## src/rtl/runner_player_pkg.sv

```systemverilog
// Shared constants for the runner game: player FSM encodings and score limit.
// The display mux and game-over logic decode the same state values.
`timescale 1ns/1ps
package runner_player_pkg;

  localparam logic [2:0] ST_ON_FLOOR  = 3'd0;
  localparam logic [2:0] ST_FLIP_UP   = 3'd1;
  localparam logic [2:0] ST_ON_CEIL   = 3'd2;
  localparam logic [2:0] ST_FLIP_DOWN = 3'd3;
  localparam logic [2:0] ST_DEAD      = 3'd4;

  // Largest value a 4-digit seven-segment display can show.
  localparam int SCORE_MAX_DEF = 9999;

  // A player standing on a surface is the only one allowed to queue a flip.
  function automatic logic is_grounded(input logic [2:0] st);
    return (st == ST_ON_FLOOR) || (st == ST_ON_CEIL);
  endfunction

endpackage

```

## src/rtl/runner_player_btn_sync_edge.sv

```systemverilog
// Brings the raw flip button into the Clk domain and emits a one-cycle pulse
// on each rising edge of the synchronised level.
`timescale 1ns/1ps
module btn_sync_edge (
  input  logic Clk,
  input  logic Rst,
  input  logic async_in,
  output logic rise_pulse
);

  logic sync_1;
  logic sync_2;
  logic sync_prev;

  // Two metastability flops followed by a history flop for edge detection.
  always_ff @(posedge Clk or negedge Rst) begin
    if (!Rst) begin
      sync_1    <= 1'b0;
      sync_2    <= 1'b0;
      sync_prev <= 1'b0;
    end else begin
      sync_1    <= async_in;
      sync_2    <= sync_1;
      sync_prev <= sync_2;
    end
  end

  assign rise_pulse = sync_2 & ~sync_prev;

endmodule

```

## src/rtl/runner_player.sv

```systemverilog
// Player logic for the runner game: samples the floor/ceiling surfaces at the
// player column on each MoveTick, runs the gravity-flip FSM, detects deaths and
// keeps a saturating score. MoveTick is a plain strobe with no back-pressure:
// every cycle it is high advances the game by one step.
`timescale 1ns/1ps
module runner_player
  import runner_player_pkg::*;
#(
  parameter int PLAYER_COL = 1,
  parameter int FLIP_TICKS = 2,
  parameter int SCORE_W    = 14,
  parameter int SCORE_MAX  = SCORE_MAX_DEF
) (
  input  logic               Clk,
  input  logic               Rst,
  input  logic               MoveTick,
  input  logic               FlipBtn,
  input  logic [5:0]         Floor,
  input  logic [5:0]         Ceiling,
  output logic               OnCeil,
  output logic               Airborne,
  output logic               Dead,
  output logic [SCORE_W-1:0] Score,
  output logic [2:0]         state_dbg
);

  localparam int AIR_W = $clog2(FLIP_TICKS) + 1;
  localparam logic [AIR_W-1:0]   AIR_LAST  = AIR_W'(FLIP_TICKS - 1);
  localparam logic [SCORE_W-1:0] SCORE_TOP = SCORE_W'(SCORE_MAX);

  logic [2:0]       state;
  logic [2:0]       state_nxt;
  logic [AIR_W-1:0] air_cnt;
  logic [AIR_W-1:0] air_nxt;
  logic             on_ceil_nxt;
  logic             airborne_nxt;
  logic             flip_req;
  logic             rise;
  logic             pend;
  logic             fs;
  logic             cs;
  logic             unused_cols;

  btn_sync_edge u_btn (
    .Clk        (Clk),
    .Rst        (Rst),
    .async_in   (FlipBtn),
    .rise_pulse (rise)
  );

  assign fs   = Floor[PLAYER_COL];
  assign cs   = Ceiling[PLAYER_COL];
  // An edge arriving in the MoveTick cycle itself is honoured by that tick.
  assign pend = flip_req | rise;
  // The other columns feed the display path, not the player.
  assign unused_cols = ^{Floor, Ceiling};

  assign state_dbg = state;

  // Next-state decode; a flip request wins over the gap check so a jump
  // started over a hole survives.
  always_comb begin
    state_nxt    = state;
    air_nxt      = air_cnt;
    on_ceil_nxt  = OnCeil;
    airborne_nxt = Airborne;
    case (state)
      ST_ON_FLOOR: begin
        if (pend) begin
          state_nxt    = ST_FLIP_UP;
          air_nxt      = '0;
          airborne_nxt = 1'b1;
          on_ceil_nxt  = 1'b1;
        end else if (!fs) begin
          state_nxt = ST_DEAD;
        end
      end
      ST_FLIP_UP: begin
        if (air_cnt < AIR_LAST) begin
          air_nxt = air_cnt + AIR_W'(1);
        end else if (cs) begin
          state_nxt    = ST_ON_CEIL;
          airborne_nxt = 1'b0;
        end else begin
          state_nxt = ST_DEAD;
        end
      end
      ST_ON_CEIL: begin
        if (pend) begin
          state_nxt    = ST_FLIP_DOWN;
          air_nxt      = '0;
          airborne_nxt = 1'b1;
          on_ceil_nxt  = 1'b0;
        end else if (!cs) begin
          state_nxt = ST_DEAD;
        end
      end
      ST_FLIP_DOWN: begin
        if (air_cnt < AIR_LAST) begin
          air_nxt = air_cnt + AIR_W'(1);
        end else if (fs) begin
          state_nxt    = ST_ON_FLOOR;
          airborne_nxt = 1'b0;
        end else begin
          state_nxt = ST_DEAD;
        end
      end
      ST_DEAD: begin
        state_nxt = ST_DEAD;
      end
      default: begin
        state_nxt = ST_DEAD;
      end
    endcase
    if (state_nxt == ST_DEAD) begin
      airborne_nxt = 1'b0;
    end
  end

  // Game state advances only on MoveTick; a button edge may be latched on any
  // cycle, but only while the player is standing on a surface.
  always_ff @(posedge Clk or negedge Rst) begin
    if (!Rst) begin
      state    <= ST_ON_FLOOR;
      air_cnt  <= '0;
      OnCeil   <= 1'b0;
      Airborne <= 1'b0;
      Dead     <= 1'b0;
      Score    <= '0;
      flip_req <= 1'b0;
    end else if (MoveTick) begin
      state    <= state_nxt;
      air_cnt  <= air_nxt;
      OnCeil   <= on_ceil_nxt;
      Airborne <= airborne_nxt;
      Dead     <= (state_nxt == ST_DEAD);
      flip_req <= 1'b0;
      if ((state != ST_DEAD) && (state_nxt != ST_DEAD) && (Score != SCORE_TOP)) begin
        Score <= Score + SCORE_W'(1);
      end
    end else if (rise && is_grounded(state)) begin
      flip_req <= 1'b1;
    end
  end

endmodule

```

## config.mk

```make
export PLATFORM = sky130hd
export DESIGN_NAME = runner_player
export DESIGN_NICKNAME = d
export VERILOG_FILES = /design/src/rtl/runner_player_pkg.sv /design/src/rtl/runner_player_btn_sync_edge.sv /design/src/rtl/runner_player.sv
export SDC_FILE = /design/constraint.sdc
export NUM_CORES = 1
export LEC_CHECK = 0
export BUFFER_PORTS_ARGS = -buffer_cell sky130_fd_sc_hd__buf_2
export CORE_MARGIN = 2
export CORE_UTILIZATION = 53
export CTS_BUF_LIST = sky130_fd_sc_hd__clkbuf_8
export CTS_CLUSTER_DIAMETER = 50
export DETAILED_ROUTE_END_ITERATION = 12
export GPL_TIMING_DRIVEN = 0
export PLACE_DENSITY = 0.89
export SKIP_CTS_REPAIR_TIMING = 1
export SYNTH_ARGS = -nofsm -noshare
export SYNTH_HDL_FRONTEND = slang
export SYNTH_HIERARCHICAL = 1
export SYNTH_SLANG_ARGS = --single-unit
```

## constraint.sdc

```tcl
create_clock -name Clk -period 1.9 [get_ports Clk]
set_input_delay 0.19 -clock Clk [delete_from_list [all_inputs] [get_ports Clk]]
set_output_delay 0.19 -clock Clk [all_outputs]
set_load 0.01 [all_outputs]
```

-- Word level (Yosys, flattened, before mapping)
Index checks and enable logic that the tools add are counted.
- $add $sub $neg: 2
- $mul: 0
- divide/modulo/power cells: 0
- order comparisons: 1
- eq/ne operators: 16
- shifts and indexed selects: 0
- muxes and demuxes: 23
- bitwise logic cells: 3
- reduce and logical (&&, ||, !) cells: 15
- operators by type and width (kind ; count):
    2-to-1 mux 3 bit ; 8
    != test 3 bit (second input constant) ; 6
    adder 14 x 1 -> 14 bit (second input constant) ; 1
    != test 14 bit (second input constant) ; 1
    one-hot mux 3 bit (4 select lines) ; 1
    2-to-1 mux 1 bit ; 9
    AND reduction 4 bit ; 2
    AND reduction 7 bit ; 1
    equality test 3 x 2 -> 1 bit (second input constant) ; 2
    nonzero test 2 bit ; 3
    2-to-1 mux 2 bit ; 2
    != test 2 x 1 -> 1 bit (second input constant) ; 2
    != test 2 bit (second input constant) ; 2
    one-hot mux 2 bit (2 select lines) ; 1
    nonzero test 4 bit ; 1
    OR reduction 2 bit ; 2
    equality test 3 x 1 -> 1 bit (second input constant) ; 1
    equality test 3 bit (second input constant) ; 1
    logical AND 1 bit ; 3
    logical NOT 3 bit ; 1
    != test 3 x 1 -> 1 bit (second input constant) ; 1
    one-hot mux 1 bit (3 select lines) ; 1
    adder 2 x 1 -> 2 bit (second input constant) ; 1
    < comparator 2 x 1 -> 1 bit (second input constant) ; 1
    other kinds (6) ; 6
- register bits: 26
- latch bits: 0
- RAM bits: 0
- memory bits (read-only): 0
- bits of input ports: 16
- memories kept: 0

-- Depth between registers and ports, before layout
- depth in word-level cells: 9
- gate-level depth with buffers: 7
- gate-level depth less buffers: 6

-- Modules after synthesis
Netlist, hierarchy kept.
- by module, submodules not included (module ; instances ; cells each ; area each (um2)):
    runner_player ; 1 ; 114 ; 1202.4
    btn_sync_edge ; 1 ; 4 ; 88.8

-- Worst setup path after synthesis
OpenSTA, ideal clock, no wires.
- path type: register -> register
- start point: register air_cnt[0]
- end point: register Score[1]
- library setup time: 0.128 ns
- arrival: 1.557 ns
- data required time: 1.772 ns
- setup slack: 0.215 ns
- cell stages (with the launch flop): 7
- path buffers: 0
- period minus slack after synthesis: 1.685 ns
- path through: dfrtp_1 > inv_1 > ha_1 > nor3b_1 > a221oi_4 > nand2_2 > mux2_1
- cells in the longest elaborated chain, start to end: 7
- elaborated cells between the ends (all ways): 8
- classes of those cells: order compare (1); eq/ne (1); mux (3); reduce/logical (3)
- ends and longest elaborated chain (element ; RTL line ; source):
    start, declared ; runner_player.sv:33 ; logic [AIR_W-1:0] air_cnt;
    start signal, assigned ; runner_player.sv:133 ; air_cnt <= air_nxt;
    < comparator 2 x 1 -> 1 bit (*) ; runner_player.sv:79, runner_player.sv:99 ;
    2-to-1 mux 3 bit, on equally long branches ; runner_player.sv:99, runner_player.sv:79 ;
    one-hot mux 3 bit (4 select lines) (*) ; runner_player.sv:67 ; case (state)
    != test 3 bit (*) ; runner_player.sv:138 ; if ((state != ST_DEAD) && (state_nxt != ST_DEAD) && (Score != SCORE_TOP)) begin
    logical AND 1 bit (*) (2 in series) ; runner_player.sv:138 ;
    AND reduction 2 bit (no line) (*) ; n/a ;
    end signal, assigned ; runner_player.sv:139 ; Score <= Score + SCORE_W'(1);
    end, declared ; runner_player.sv:23 ; output logic [SCORE_W-1:0] Score,
Every way passes the cells marked *; elsewhere a longest branch is shown, timed or not.
A chain may end at the register's enable or synchronous reset.

-- Final worst setup path
- start point: register air_cnt[0]
- end point: register Score[12]
The elaborated chain is that of the path after synthesis.

==> flow_summary.yaml <==
floorplanning:
  dieHeight_um: 53.36
  fp.coreArea_sq_mm: 0.002255
  dieArea_sq_mm: 0.002847
  io_pins: 36
  start_util: 0.5727
  num_rows: 17
  die_w_um: 53.36
clock_network:
  cts_tree: "built"
  clock_insertion_delay_worst_skew_ns: 0.26
  path_clk_slew_ns: 0.08
  h-tree-depth: 1
  clock_path_buffers: 2
  clockRootBuffer: "clkbuf_8"
  clock_sinks: 26
  cts_buffers: 3
worst_setup_path:
  crit_path_end_kind: "flip-flop"
  start_kind: "flip-flop"
  critPathMaxFanout: 10
  critPathArrivalTime_ns: 1.96
  r2r_setup_slack_ns: 0.09
  regToRegEndpoint: "Score[12]"
  cp.required_ns: 2.05
  worst-setup-path-type: "reg2reg"
  rr_startpoint: "air_cnt[0]"
  r2r_cells: 7
yosys:
  synth-seq-cells: 26
  synth_edf_count: 0
  yosys_warnings: 6
  yosysMostFrequentCell: "dfrtp_1"
  synthCells: 118
  synth_nets: 137
  seq_area_frac_synth: 0.5039
  netlist_area_sq_mm: 0.001291
  synth_common_cells: "dfrtp_1, xnor2_1, nor2_1, nand3_1"
  synth_top_cell_area_share: 0.5039
  synthDistinctLibCells: 36
  ys.flop_type: "dfrtp_1"
  synth-async-reset-ratio: 1.000
  syn_area_per_cell_sq_um: 10.94
  synth.area.top_cells: "dfrtp_1, xnor2_1, ha_1"
  synth_top_cell_by_area: "dfrtp_1"
placed_design:
  dp_hpwl_um: 1806
  io_buffer_count: 24
  place.gp.congestion: 0.7687
global_routing:
  grt_pass1_wl_um: 4015
  grt_pass1_vias: 918
  grt_max_degree: 27
  grt_usage: 0.2004
  grt-ovfl-total: 0
  antenna_found_initial: 0
min_path:
  min_path_type: "in2reg"
  hold_depth: 1
  whs_endpoint: "u_btn/sync_1"
  min_from: "FlipBtn"
finish:
  area_growth_pct: 17.44
  diodes: 0
  drive_above_1_share: 0.2721
  final_nets: 167
pwr:
  p_leak_nw: 0.7042
  total_power_mw: 1.706
  ir_drop_v: 0.0009245
  power_density_mw_per_mm2: 1125
timing:
  fin_setup_tns_ns: 0
  clock_skew_ns: 0.001238
  rsz0062_at_grt: "no"
  relSlewSlack: 0.6274
  period_needed_ns: 1.810
  period_share: 0.9526
  setup_viol: 0
  tightest_slew_ns: 0.5589
  hold_ws_ns: 0.03357
  drv_slew: 0
  hold_violations: 0
  fmax_ghz: 0.5525
drt:
  detail-route-antenna-nets: 0
  wirelength_um: 2446
  dr.pass1.iters: 4
  routedWlPerCell_um: 13.98
  via_count: 965
  drc: 0
  via_per_inst: 5.514
  drtIter0Drc: 12
run_status:
  status: "finished clean"
flow_run:
  cap_violations: 0
-- cell usage in the layout, fill, tap and decap left out, types with 4 or more instances in the layout --
master	n
dfrtp_1	26
buf_2	26
xnor2_1	13
nor2_1	9
nand3_1	7
inv_1	6
nand2_1	6
o21ai_0	5
nand4_1	4
clkbuf_8	4
-- cells by family (layout without fill, tap and decap cells) --
| logic type | Yosys count | in the layout | share of synthesized area |
|---|---|---|---|
| AO/OA/AOI/OAI | 19 | 19 | 0.1105 |
| buffers and inverters | 10 | 39 | 0.03973 |
| adder cells (fa/ha/maj) | 3 | 3 | 0.02907 |
| XOR/XNOR | 13 | 13 | 0.08818 |
| multiplexers | 4 | 4 | 0.03198 |
| flip-flops | 26 | 26 | 0.5039 |
| AND/OR/NAND/NOR | 43 | 43 | 0.1967 |
-- registers in the layout (all words and copies together) (netlist names) --
| signal | flops |
|---|---|
| Airborne | 1 |
| Score | 14 |
| flip_req | 1 |
| u_btn/sync_prev | 1 |
| Dead | 1 |
| state_dbg | 3 |
| air_cnt | 2 |
| u_btn/sync_1 | 1 |
| OnCeil | 1 |
| u_btn/sync_2 | 1 |
-- how the worst max path moves through the flow --
stage / startpoint / endpoint / cells past startpoint / slack [ns]
6_report: air_cnt[0] / Score[12] / 7 / 0.09
5_1_grt: air_cnt[1] / Score[12] / 7 / 0.01
4_1_cts: air_cnt[0] / Score[1] / 6 / 0.04
3_5_place_dp: air_cnt[0] / Score[1] / 6 / 0.05
3_3_place_gp: air_cnt[0] / Score[1] / 6 / 0.14
2_1_floorplan: air_cnt[0] / Score[1] / 6 / 0.22
-- power by group --
part | switching [mW] | internal, mW | leakage (nW) | total, mW
combinational | 0.314 | 0.264 | 0.341 | 0.578
clock | 0.159 | 0.185 | 0.0288 | 0.344
sequential | 0.118 | 0.666 | 0.335 | 0.784
-- area by class of cell --
| type | instances | area (sq um) |
|---|---|---|
| clock buffers | 4 | 55.05 |
| flip-flops and latches | 26 | 650.6 |
| plain buffers | 4 | 28.78 |
| repair buffers | 25 | 130.1 |
| well taps | 28 | 35.03 |
| multi-input cells | 82 | 594.3 |
| fillers | 194 | 738.2 |
| inverters | 6 | 22.52 |
-- worst max-delay path, cell delays in order (launching register included) --
cell      delay, ns
dfrtp_1        0.41
inv_1          0.10
ha_1           0.24
nor3b_2        0.09
a221oi_4       0.39
buf_6          0.20
nand3_1        0.10
xnor2_1        0.15
-- routing by layer --
layer / share of wire / global-route usage
met1: 0.44 / 0.2418
met2: 0.50 / 0.3374
met3: 0.043 / 0.04520
met4: 0.022 / 0.08974
met5: 0 / 0
-- through the flow --
stage | utilization | std cells | instance area, sq um | setup slack [ns]
5_1_grt | 0.6726 | 175 | 1516 | 0.01014
6_report | 0.6726 | 175 | 1516 | 0.09003
2_1_floorplan | - | 118 | 1291 | 0.2155
3_3_place_gp | 0.6415 | 170 | 1446 | 0.1359
4_1_cts | 0.6659 | 174 | 1501 | 0.03943
3_5_place_dp | 0.6415 | 170 | 1446 | 0.05134
No activity file was read; power rests on OpenSTA's default activity.
